<file path="src/rtl/instr_queue.sv">
// In-order instruction queue between decode and the ROB / reservation stations.
// Circular FIFO with show-ahead issue outputs taken directly from the head entry.

package tomasula_types;
  typedef enum logic [1:0] {
    ALU    = 2'd0,
    LD     = 2'd1,
    ST     = 2'd2,
    BRANCH = 2'd3
  } op_t;
endpackage

module instr_queue
  import tomasula_types::*;
#(
  parameter int DEPTH = 8
) (
  input  logic                       clk,
  input  logic                       rst,
  input  logic                       push,
  input  op_t                        push_type,
  input  logic [4:0]                 push_rd,
  input  logic [4:0]                 push_rs1,
  input  logic [4:0]                 push_rs2,
  input  logic [31:0]                push_imm,
  input  logic [31:0]                push_pc,
  output logic                       iq_ready,
  input  logic                       rob_full,
  input  logic                       alu_rs_avail,
  input  logic                       ldst_rs_avail,
  input  logic                       br_rs_avail,
  input  logic                       branch_mispredict,
  output logic                       rob_load,
  output op_t                        instr_type,
  output logic [4:0]                 rd,
  output logic [4:0]                 st_src,
  output logic [4:0]                 issue_rs1,
  output logic [4:0]                 issue_rs2,
  output logic [31:0]                issue_imm,
  output logic [31:0]                issue_pc,
  output logic                       rs_load_alu,
  output logic                       rs_load_ldst,
  output logic                       rs_load_br,
  output logic [$clog2(DEPTH):0]     iq_count
);

  localparam int AW = $clog2(DEPTH);
  localparam int CW = AW + 1;

  typedef struct packed {
    op_t         typ;
    logic [4:0]  rd;
    logic [4:0]  rs1;
    logic [4:0]  rs2;
    logic [31:0] imm;
    logic [31:0] pc;
  } iq_entry_t;

  iq_entry_t         mem_q [DEPTH];
  logic [AW-1:0]     head_q, head_d;
  logic [AW-1:0]     tail_q, tail_d;
  logic [CW-1:0]     count_q, count_d;

  logic              empty, full, push_ok, class_avail;
  iq_entry_t         head_e;

  assign empty    = (count_q == '0);
  assign full     = (count_q == CW'(DEPTH));
  assign push_ok  = push & ~full & ~branch_mispredict;
  assign head_e   = mem_q[head_q];
  assign iq_ready = ~full;
  assign iq_count = count_q;

  // Show-ahead issue outputs; everything reads 0 while the queue is empty.
  always_comb begin
    rob_load     = 1'b0;
    instr_type   = ALU;
    rd           = '0;
    st_src       = '0;
    issue_rs1    = '0;
    issue_rs2    = '0;
    issue_imm    = '0;
    issue_pc     = '0;
    rs_load_alu  = 1'b0;
    rs_load_ldst = 1'b0;
    rs_load_br   = 1'b0;
    class_avail  = 1'b0;
    if (!empty) begin
      instr_type = head_e.typ;
      rd         = head_e.rd;
      st_src     = (head_e.typ == ST) ? head_e.rs2 : 5'd0;
      issue_rs1  = head_e.rs1;
      issue_rs2  = head_e.rs2;
      issue_imm  = head_e.imm;
      issue_pc   = head_e.pc;
      case (head_e.typ)
        ALU:     class_avail = alu_rs_avail;
        LD, ST:  class_avail = ldst_rs_avail;
        default: class_avail = br_rs_avail;
      endcase
      rob_load     = ~rob_full & ~branch_mispredict & class_avail;
      rs_load_alu  = rob_load & (head_e.typ == ALU);
      rs_load_ldst = rob_load & ((head_e.typ == LD) | (head_e.typ == ST));
      rs_load_br   = rob_load & (head_e.typ == BRANCH);
    end
  end

  // Pointer/count next state; a flush wins over any push or pop.
  always_comb begin
    head_d  = head_q;
    tail_d  = tail_q;
    count_d = count_q;
    if (branch_mispredict) begin
      head_d  = '0;
      tail_d  = '0;
      count_d = '0;
    end else begin
      if (push_ok)  tail_d = tail_q + 1'b1;
      if (rob_load) head_d = head_q + 1'b1;
      count_d = count_q + CW'(push_ok) - CW'(rob_load);
    end
  end

  // Control state; async reset empties the queue at once.
  always_ff @(posedge clk or negedge rst) begin
    if (!rst) begin
      head_q  <= '0;
      tail_q  <= '0;
      count_q <= '0;
    end else begin
      head_q  <= head_d;
      tail_q  <= tail_d;
      count_q <= count_d;
    end
  end

  // Payload storage; contents are only meaningful under count, so no reset.
  always_ff @(posedge clk) begin
    if (push_ok) begin
      mem_q[tail_q] <= '{typ: push_type, rd: push_rd, rs1: push_rs1,
                         rs2: push_rs2, imm: push_imm, pc: push_pc};
    end
  end

endmodule
</file>
<file path="config.mk">
export PLATFORM = sky130hd
export DESIGN_NAME = instr_queue
export DESIGN_NICKNAME = d
export VERILOG_FILES = /design/src/rtl/instr_queue.sv
export SDC_FILE = /design/constraint.sdc
export NUM_CORES = 1
export LEC_CHECK = 0
export CORE_UTILIZATION = 58
export DETAILED_ROUTE_END_ITERATION = 8
export PLACE_DENSITY = 0.78
export SYNTH_ARGS = -nofsm -noshare
export SYNTH_HDL_FRONTEND = slang
export SYNTH_SLANG_ARGS = --single-unit
</file>
<file path="constraint.sdc">
create_clock -name clk -period 9.47 [get_ports clk]
set_input_delay 1.894 -clock clk [delete_from_list [all_inputs] [get_ports clk]]
set_output_delay 1.894 -clock clk [all_outputs]
set_load 0.005 [all_outputs]
</file>
==> After elaboration in Yosys (flattened, before gate mapping) <==
Memory sizes are Yosys's and may differ from the RTL's.
Index checks and enable logic that the tools add are counted.
W data, S select, Z words.
{ "word_totals": {"n_memories": 1, "ramBits": 648, "ff_bits": 10} }
{ "memory_table": {"columns": ["name", "depth", "word_bits", "rd", "rd_ports_with_merged_regs", "write_ports", "line", "rtl"], "rows": [
  ["mem_q", 8, 81, 1, 0, 1, "59", "iq_entry_t mem_q [DEPTH];"]
]} }
{ "op_classes": {"mux": 21, "eq_ne": 4, "addsub": 4, "reduce_logical": 5, "bitwise": 11} }
{ "op_table": {"columns": ["op", "count"], "rows": [
  ["$mux W32", 2],
  ["$mux W5", 5],
  ["$mux W3", 4],
  ["$and A1 B1 Y1", 7],
  ["$mux W1", 7],
  ["$add A3 B1 Y3 const B", 2],
  ["$add A4 B1 Y4", 1],
  ["$eq A2 B2 Y1 const B", 2],
  ["$eq A4 B4 Y1 const B", 1],
  ["$logic_not A4 Y1", 1],
  ["$mux W4", 1],
  ["$reduce_bool A2 Y1", 2],
  ["$sub A4 B1 Y4", 1],
  ["$not A1 Y1", 3],
  ["$eq A2 B1 Y1 const B", 1],
  ["$logic_not A2 Y1", 1],
  ["$mux W2", 1],
  ["$pmux W1 S2", 1],
  ["$reduce_or A2 Y1", 1],
  ["$or A1 B1 Y1", 1]
]} }

==> Logic depth before layout (Yosys ltp) <==
Gate-level depths: netlist of run 1.
An unclocked memory read counts as a cell.
{ "logic_depth": {"word_depth": 9, "depth_mapped": 16} }

==> Worst setup path before layout of run 1 <==
Ideal clock, no wire load.
{ "synth_path": {"path_type": "in2reg", "from": "in push", "to": "mem mem_q[0][0] (netlist name), enable pin", "arrival_ps": 7836, "path_slack_ps": 1014, "stages": 3, "cell_sequence": "nand2_1 > or3_1 > nor3_1"} }
{ "synth_via": {"elab_chain_cells": 4} }
{ "synth_lines": {"columns": ["item", "line", "rtl"], "rows": [
  ["from (decl)", "20", "input logic push,"],
  ["$and A1 B1 Y1 (2 in a row)", "69", "assign push_ok = push & ~full & ~branch_mispredict;"],
  ["$mux W1", "139", "if (push_ok) begin"],
  ["$mux W1 (implied by the code)", "140", "mem_q[tail_q] <= '{typ: push_type, rd: push_rd, rs1: push_rs1,"],
  ["to (decl)", "59", null]
]} }
Every way passes these cells.

==> Final worst setup path of run 1 <==
{ "layout_path": {"from": "reg head_q[1]", "to": "out rs_load_alu"} }
{ "layout_via": {"elab_chain_cells": 8, "elab_cells_between_ends": 10, "classes_between": "eq/ne: 2; mux: 3; bitwise: 2; reduce/logical: 2; memory: 1"} }
{ "layout_lines": {"columns": ["item", "line", "rtl"], "rows": [
  ["from (decl)", "60", "logic [AW-1:0] head_q, head_d;"],
  ["from (signal assigned)", "127", "head_q <= '0;"],
  ["from (signal assigned)", "131", "head_q <= head_d;"],
  ["$mem_v2 Z8 W81 *", null, null],
  ["$eq A2 B2 Y1 or $eq A2 B1 Y1 (tied branches)", "96", "case (head_e.typ)"],
  ["$reduce_or A2 Y1", "96", null],
  ["$pmux W1 S2", "96", null],
  ["$mux W1", "88", "if (!empty) begin"],
  ["$and A1 B1 Y1", "101", "rob_load = ~rob_full & ~branch_mispredict & class_avail;"],
  ["$and A1 B1 Y1 *", "102", "rs_load_alu = rob_load & (head_e.typ == ALU);"],
  ["$mux W1 *", "88", null],
  ["to (decl)", "41", "output logic rs_load_alu,"]
]} }
Every way passes the cells marked *; elsewhere a longest branch is shown, timed or not. The select of a mux whose other input is x is not followed.

==> results of run 1 <==
==> synth_stat cells, types with 8 or more instances <==
library cell and n:
dfrtp_1 10, edfxtp_1 648, a22o_1 74, nor2_1 25, inv_1 10, mux4_2 154
ha_1 12, buf_4 8, buf_2 19, buf_12 8, mux4_1 8, clkbuf_1 10
==> registers in the layout, indices dropped and copies added (netlist names) <==
signal	flops
tail_q	3
mem_q	648
iq_count	4
head_q	3
==> power groups by stage <==
| stage | clock network, W | logic (W) | registers, W |
|---|---|---|---|
| after floorplan | 0 | 0.000582 | 0.00340 |
| after global placement | 0 | 0.00117 | 0.00340 |
| after detailed placement | 0 | 0.00118 | 0.00340 |
| after CTS | 0.00258 | 0.00119 | 0.00335 |
| after global routing | 0.00270 | 0.00125 | 0.00335 |
| final | 0.00253 | 0.00117 | 0.00334 |
==> critical path, cell delays in order, from the launching register on <==
cell	delay [ns]
dfrtp_4	0.70
buf_4	0.84
mux4_2	0.43
mux2i_2	0.26
inv_1	0.14
ha_1	0.24
a221o_1	0.26
o2111ai_1	0.16
inv_1	0.20
and2_1	0.21
clkdlybuf4s50_1	0.44
==> cells by family after synthesis <==
| family | count (synthesis) | synth area share |
|---|---|---|
| flip-flops | 658 | 0.786 |
| adder cells (fa/ha/maj) | 13 | 0.00679 |
| multiplexers | 169 | 0.150 |
| buffers and inverters | 65 | 0.0180 |
| AO/OA/AOI/OAI | 82 | 0.0279 |
| XOR/XNOR | 5 | 0.00175 |
| AND/OR/NAND/NOR | 50 | 0.00993 |
==> worst min-delay path by stage <==
stage                                        to             startpoint  slack [ns]  cells after the start
after floorplan           tail_q[0]$_DFFE_PN0P_  tail_q[0]$_DFFE_PN0P_        0.55                      2
after global placement    tail_q[0]$_DFFE_PN0P_  tail_q[0]$_DFFE_PN0P_        0.59                      2
after detailed placement  tail_q[0]$_DFFE_PN0P_  tail_q[0]$_DFFE_PN0P_        0.59                      2
after CTS                 tail_q[0]$_DFFE_PN0P_  tail_q[0]$_DFFE_PN0P_        0.63                      2
after global routing      tail_q[0]$_DFFE_PN0P_  tail_q[0]$_DFFE_PN0P_        0.66                      2
final                     tail_q[0]$_DFFE_PN0P_  tail_q[0]$_DFFE_PN0P_        0.64                      2
==> per-layer routing <==
metal,vias up,wire [um],track usage
met5,-,43,0
met4,6,1080,0.0725
met3,86,3470,0.0609
met2,391,26200,0.407
met1,6169,19500,0.304
li1,4913,-,-
==> final cells by class <==
cell class	count	area [um2]	share of cell area
multi-input combinational	319	4980	0.168
inverter	10	37.5	0.00127
clock buffer	79	1810	0.0610
sequential	658	19700	0.666
timing repair buffer	206	2020	0.0681
clock inverter	40	322	0.0109
antenna	2	5.00	0.000169
tap	577	722	0.0244
==> through the flow <==
stage,hold slack [ns],utilization,power (W)
2_1_floorplan,0.546,-,0.00398
3_3_place_gp,0.591,0.649,0.00457
3_5_place_dp,0.587,0.649,0.00458
4_1_cts,0.633,0.699,0.00711
5_1_grt,0.664,0.700,0.00730
6_report,0.637,0.700,0.00705
==> results.json, run 1 <==
{
  "status": "finished, final reports clean",
  "yosysWarnings": 0,
  "synth_cell_types": 37,
  "cts_root_buf": "clkbuf_16",
  "crit_type": "reg -> out",
  "switchingPower_w": 0.00162,
  "synthArstFlopShare": 0.0152,
  "clk_latency_ns": 0.58,
  "p_int_w": 0.00543,
  "cts_inserted_buffers": 66,
  "die_y_um": 210,
  "fp.dieW_um": 210,
  "dieArea_mm2": 0.0441,
  "final_cell_mix": "648 x edfxtp_1, 183 x clkdlybuf4s50_1, 154 x mux4_2, 74 x a22o_1, 71 x clkbuf_16",
  "period_share": 0.675,
  "p_per_area_mw_per_mm2": 238,
  "cp.required_ns": 7.58,
  "arrival_ns": 4.49,
  "grt_pass1_wl_mm": 75.9,
  "instances_no_fill": 1891,
  "vias": 11565,
  "p_comb_frac": 0.166,
  "numClockSinks": 658,
  "r2r_start": "head_q[1]$_DFFE_PN0P_",
  "p_leak_nw": 9.28,
  "ys_ff_latch": 658,
  "drt_iter0_markers": 857,
  "hpwl_mm": 26.1,
  "placed_cell_area_mm2": 0.0275,
  "overflow": 0,
  "drv_slew": 0,
  "rows": 75,
  "wl_mm": 50.3,
  "min_period_ns": 6.39,
  "maxCapViolCount": 0,
  "hp-class": "reg -> reg",
  "design.core.area_mm2": 0.0423,
  "synth.area.top_cells": "edfxtp_1 78%, mux4_2 14%, a22o_1 2.6%",
  "rsz0062_at_grt": "no",
  "htreeDepth": 3,
  "setup_viol": 0,
  "switching_share": 0.230,
  "timing.fmax_ghz": 0.157,
  "routedWlPerCell_um": 26.6,
  "syn_inst": 1042,
  "cts.path.max_buffers": 3,
  "p_clk_frac": 0.360,
  "gp_congestion": 0.748,
  "start_kind": "register",
  "endpoint": "rs_load_alu",
  "final.setup.tns_ns": 0,
  "crit_fanout": 68,
  "nNetsFinal": 1363,
  "vias_per_cell": 6.12,
  "final_cell_area_mm2": 0.0296,
  "slew_headroom": 0.326,
  "synth_area_mm2": 0.0251,
  "track_usage": 0.238,
  "n_fill_cell": 2516,
  "ant_nets": 0,
  "antenna_found_initial": 5,
  "netlist.area_leader.share": 0.776,
  "hold_violations": 0,
  "seqPwrFrac": 0.474,
  "clkTransAtPathRegs_ns": 0.06,
  "irDropWorstVdd_v": 0.000182,
  "syn_avg_cell_area_um2": 24.1,
  "first_pass_iters": 5,
  "grt_pass1_vias": 12375,
  "syn_to_final_growth_pct": 18.1,
  "portBuffers": 183,
  "final_common_cell": "edfxtp_1",
  "startpoint": "head_q[1]$_DFFE_PN0P_",
  "post-cts-setup-buffer-count": 0,
  "cts.repair.resized": 0,
  "syn-num-nets": 1144,
  "clock_skew_ns": 0.00754,
  "route.detailed.drc": 0,
  "synth_largest_area_cell": "edfxtp_1",
  "dpl.cell_count": 1770,
  "place_ws_ns": 3.65,
  "dominantRegCellSynth": "edfxtp_1",
  "start_util": 0.593,
  "endpoint_kind": "output port",
  "layout-drive-gt1-share": 0.220,
  "worstMarginPinSlew_ns": 1.01,
  "setup_ws_ns": 3.08,
  "holdBufCountCts": 0,
  "synth-seq-area-share": 0.786,
  "r2r_slack_ns": 4.85,
  "io_pins": 184,
  "grt_max_degree": 95,
  "cts_tree": "yes",
  "reg2regPathDepth": 14,
  "r2r_end": "iq_count[2]$_DFF_PN0_",
  "synth_edf_count": 648
}
Power figures use the tool's default switching activity.
==> run 2: changes to the inputs <==
--- a/config.mk
+++ b/config.mk
@@ -5,9 +5,9 @@
 export SDC_FILE = /design/constraint.sdc
 export NUM_CORES = 1
 export LEC_CHECK = 0
-export CORE_UTILIZATION = 58
+export CORE_UTILIZATION = 53
 export DETAILED_ROUTE_END_ITERATION = 8
-export PLACE_DENSITY = 0.78
+export PLACE_DENSITY = 0.75
 export SYNTH_ARGS = -nofsm -noshare
 export SYNTH_HDL_FRONTEND = slang
 export SYNTH_SLANG_ARGS = --single-unit
==> constraint.sdc (replaced) <==
create_clock -name clk -period 5.8 [get_ports clk]
set_input_delay 1.16 -clock clk [delete_from_list [all_inputs] [get_ports clk]]
set_output_delay 1.16 -clock clk [all_outputs]
set_load 0.005 [all_outputs]
==> run 2 against run 1 <==
The flow now finishes with violations (design-rule violations). Setup slack lost 2.2 ns. Via count shrank 0.43%. First-iteration DRC count rose by 24%. Register-to-register slack worse by 2.9 ns. Worst hold slack worse by 0.017 ns. Wire length fell by 1.6%. Flip-flop and latch count is the same. Total power rose by 66%. Combinational power is 64% higher. Utilization shrank 6.1 points. Critical endpoint is now rs_load_ldst. Largest cell class unchanged.
==> results.json, run 2 (synthesis results as in run 1) <==
{
  "clkTransAtPathRegs_ns": 0.06,
  "routedWlPerCell_um": 25.8,
  "top_register": "mem_q",
  "rsz0062_at_grt": "no",
  "wl_mm": 49.5,
  "rows": 79,
  "vias": 11515,
  "grt_pass1_vias": 12289,
  "crit_fanout": 21,
  "insertedDiodeCount": 0,
  "min_period_ns": 4.93,
  "grt_pass1_wl_mm": 74.2,
  "setup_viol": 0,
  "numClockSinks": 658,
  "first_pass_iters": 9,
  "layout-drive-gt1-share": 0.220,
  "syn_to_final_growth_pct": 18.7,
  "worstMarginPinSlew_ns": 1.20,
  "overflow": 0,
  "post-cts-setup-buffer-count": 0,
  "route.detailed.drc": 31,
  "power_w": 0.0117,
  "p_int_w": 0.00901,
  "arrival_ns": 3.77,
  "cts_root_buf": "clkbuf_16",
  "fp.dieW_um": 220,
  "place_ws_ns": 1.45,
  "p_clk_frac": 0.370,
  "setup_ws_ns": 0.873,
  "timing.fmax_ghz": 0.203,
  "switching_share": 0.229,
  "holdBufCountCts": 0,
  "crit_type": "reg -> out",
  "seqPwrFrac": 0.466,
  "ant_nets": 0,
  "p_leak_nw": 9.31,
  "gp_congestion": 0.716,
  "clk_latency_ns": 0.59,
  "p_per_area_mw_per_mm2": 393,
  "p_comb_frac": 0.164,
  "portBuffers": 183,
  "vias_per_cell": 6.00,
  "drt_iter0_markers": 1064,
  "cts_inserted_buffers": 67,
  "track_usage": 0.212,
  "period_share": 0.850,
  "cts.path.max_buffers": 3,
  "cts_tree": "yes",
  "maxCapViolCount": 0,
  "n_fill_cell": 3072,
  "final_cell_mix": "648 x edfxtp_1, 183 x clkdlybuf4s50_1, 154 x mux4_2, 74 x a22o_1, 69 x clkbuf_16",
  "slew_headroom": 0.200,
  "antenna_found_initial": 5,
  "final_cell_area_mm2": 0.0298,
  "die_y_um": 220,
  "placed_cell_area_mm2": 0.0276,
  "drv_slew": 0,
  "start_kind": "register",
  "endpoint_kind": "output port",
  "status": "complete, but fails checks",
  "hold_violations": 0,
  "design.core.area_mm2": 0.0467,
  "hpwl_mm": 26.0,
  "largest_reg_flops": 648,
  "final_common_cell": "edfxtp_1",
  "start_util": 0.538,
  "htreeDepth": 3,
  "switchingPower_w": 0.00268,
  "io_pins": 184,
  "violations": "design-rule violations",
  "hp-class": "reg -> reg",
  "nNetsFinal": 1362,
  "grt_max_degree": 85,
  "clock_skew_ns": 0.0143,
  "dieArea_mm2": 0.0482,
  "cts.repair.resized": 0,
  "irDropWorstVdd_v": 0.000276,
  "cp.required_ns": 4.64,
  "final.setup.tns_ns": 0
}
## run 2: area by class of cell
class                           instances  area (um2)  area share
Tap cell                              607         759      0.0255
Clock buffer                           82        1780      0.0596
Inverter                               10        37.5     0.00126
Timing Repair Buffer                  204        2050      0.0689
Sequential cell                       658       19700       0.662
Clock inverter                         38         439      0.0148
Multi-Input combinational cell        319        4990       0.168
## run 2: layer usage
metal  GRT usage  part of all wire
met5           0            0.0011
met4      0.0590             0.020
met3      0.0494             0.060
met2       0.356              0.52
met1       0.279              0.40
## run 2: power groups by stage
stage / registers (W) / clock network [W] / logic, W
5_1_grt: 0.00546 / 0.00457 / 0.00207
3_3_place_gp: 0.00554 / 0 / 0.00194
3_5_place_dp: 0.00555 / 0 / 0.00195
6_report: 0.00545 / 0.00432 / 0.00192
4_1_cts: 0.00545 / 0.00439 / 0.00196
2_1_floorplan: 0.00553 / 0 / 0.000951
## run 2: critical path: stages, from the launching register on
cell and delay [ns]:
dfrtp_4 0.73, mux4_2 0.58, mux2i_2 0.24, inv_1 0.13, ha_1 0.23, a221o_1 0.26
o2111ai_1 0.15, inv_1 0.20, and2_1 0.20, clkdlybuf4s50_1 0.45
## run 2: path summary, 6_finish.rpt
check / start / to / slack [ns] / depth (start not counted)
min in group asynchronous: rst / iq_count[1]$_DFF_PN0_ / 0.89 / 1
worst min-delay path: tail_q[0]$_DFFE_PN0P_ / tail_q[0]$_DFFE_PN0P_ / 0.62 / 2
worst min register to register: tail_q[0]$_DFFE_PN0P_ / tail_q[0]$_DFFE_PN0P_ / 0.62 / 2
worst max register to register: head_q[0]$_DFFE_PN0P_ / iq_count[2]$_DFF_PN0_ / 1.96 / 13
max in group asynchronous: rst / head_q[1]$_DFFE_PN0P_ / 4.55 / 1
worst max-delay path: head_q[0]$_DFFE_PN0P_ / rs_load_ldst / 0.87 / 9
## run 2: through the flow
stage,instances,hold slack [ns],utilization
6_report,1918,0.620,0.638
5_1_grt,1918,0.670,0.638
4_1_cts,1918,0.618,0.638
3_5_place_dp,1798,0.599,0.591
3_3_place_gp,1798,0.569,0.591
2_1_floorplan,1042,0.546,-
==> run 3: changes to the inputs <==
==> constraint.sdc (replaced) <==
create_clock -name clk -period 4.2 [get_ports clk]
set_input_delay 0.84 -clock clk [delete_from_list [all_inputs] [get_ports clk]]
set_output_delay 0.84 -clock clk [all_outputs]
set_load 0.005 [all_outputs]
==> run 3 against run 2 <==
The flow still finishes with violations (design-rule violations). Worst hold slack got worse by 0.022 ns. Sequential share of layout area is 0.31 points lower. Utilization is 0.30 points higher. Critical path depth down 1. Count of clock-buffer cells in the layout increased by 4. Clock power grew 27%. Total power rose by 35%. Critical path type unchanged. Largest power group unchanged.
==> results.json, run 3 (synthesis results as in run 1) <==
{
  "violations": "design-rule violations",
  "hpwl_mm": 25.5,
  "clk_latency_ns": 0.58,
  "clock_skew_ns": 0.0215,
  "top_register": "mem_q",
  "track_usage": 0.212,
  "status": "complete, but fails checks",
  "final_cell_mix": "648 x edfxtp_1, 181 x clkdlybuf4s50_1, 154 x mux4_2, 74 x a22o_1, 72 x clkbuf_16",
  "hold_violations": 0,
  "met3_usage": 0.0460,
  "r2r_start": "head_q[0]$_DFFE_PN0P_",
  "final_common_cell": "edfxtp_1",
  "p_per_area_mw_per_mm2": 529,
  "die_y_um": 220,
  "grt_pass1_wl_mm": 74.4,
  "portBuffers": 183,
  "syn_to_final_growth_pct": 19.3,
  "drv_slew": 0,
  "wl_mm": 49.9,
  "cts.path.max_buffers": 3,
  "cts_tree": "yes",
  "p_leak_nw": 9.39,
  "met2_usage": 0.347,
  "period_share": 0.984,
  "busiest_layer": "met2",
  "min_period_ns": 4.13,
  "nNetsFinal": 1380,
  "cts_inserted_buffers": 66,
  "routedWlPerCell_um": 25.8,
  "n_fill_cell": 3074,
  "route.detailed.drc": 48,
  "setup_viol": 0,
  "crit_type": "reg -> out",
  "grt_max_degree": 149,
  "ant_nets": 0,
  "layout-drive-gt1-share": 0.227,
  "holdBufCountCts": 0,
  "dpl.cell_count": 1807,
  "worstMarginPinSlew_ns": 0.949,
  "start_kind": "register",
  "numClockSinks": 658,
  "vias_per_cell": 5.97,
  "fp.dieW_um": 220,
  "clkTransAtPathRegs_ns": 0.06,
  "hp-class": "in -> async",
  "first_pass_iters": 7,
  "cts_root_buf": "clkbuf_16",
  "drt_iter0_markers": 876,
  "cp.required_ns": 3.36,
  "crit_fanout": 7,
  "met1_usage": 0.289,
  "largest_reg_flops": 648,
  "design.core.area_mm2": 0.0467,
  "slew_headroom": 0.367,
  "vias": 11549,
  "dieArea_mm2": 0.0482,
  "irDropWorstVdd_v": 0.000350,
  "endpoint_kind": "output port",
  "hold_slack_ns": 0.598,
  "htreeDepth": 3,
  "startpoint": "head_q[0]$_DFFE_PN0P_",
  "gp_congestion": 0.713,
  "rows": 79,
  "maxCapViolCount": 0,
  "arrival_ns": 3.29,
  "final.setup.tns_ns": 0,
  "timing.fmax_ghz": 0.242,
  "overflow": 0,
  "start_util": 0.538,
  "antenna_found_initial": 4,
  "instances_no_fill": 1934,
  "grt_pass1_vias": 12262,
  "io_pins": 184
}
[run 3: routing by layer]
metal  wire length [um]  up-vias
met4                833        8
met5                 48        -
met3               3210       73
met2              24700      328
met1              21100     6175
li1                   -     4965
[run 3: worst max-delay path, cell delays in order (launching register included)]
cell	delay, ns
dfrtp_4	0.49
mux4_2	0.55
mux2i_4	0.26
ha_4	0.25
a221o_1	0.35
o2111ai_4	0.12
inv_2	0.08
and2_1	0.16
clkdlybuf4s50_1	0.44
[run 3: layout make-up]
type,instances,area (um2),share of cell area
antenna,3,7.51,0.000251
clock buffer,86,1830,0.0613
clock inverter,28,175,0.00586
inverter,10,37.5,0.00125
multi-input combinational,319,5050,0.169
sequential,658,19700,0.659
tap,607,759,0.0254
timing repair buffer,223,2340,0.0781
[run 3: worst paths after layout]
kind	slack, ns	cells past startpoint	end
min in group clk	0.61	2	tail_q[0]$_DFFE_PN0P_
min reg2reg	0.61	2	tail_q[0]$_DFFE_PN0P_
max reg2reg	0.55	14	iq_count[2]$_DFF_PN0_
max in group asynchronous	3.21	1	head_q[1]$_DFFE_PN0P_
min	0.60	1	tail_q[1]$_DFFE_PN0P_
max	0.07	8	rs_load_alu
[run 3: where the power goes]
| group | internal (W) | leakage [nW] | switching (W) |
|---|---|---|---|
| clock network | 0.00318 | 0.980 | 0.00230 |
| registers | 0.00744 | 5.98 | 0.0000650 |
| logic | 0.00154 | 2.43 | 0.00130 |
| total | 0.0122 | 9.39 | 0.00366 |
[run 3: stage by stage]
stage,setup WS [ns],utilization,power (W),instance area [um2]
finish,0.0673,0.641,0.0158,29900
global route,-0.0361,0.641,0.0164,29900
CTS,0.0107,0.639,0.0160,29800
detailed placement,0.441,0.595,0.0105,27700
global placement,0.488,0.595,0.0104,27700
floorplan,-1.09,-,0.00895,25100
[run 3: timing repair]
item	4_1_cts	5_1_grt
gates cloned	0	1
setup endpoints to repair	4	26
resized for setup	5	8
buffers inserted	4	5
pin swaps	0	1
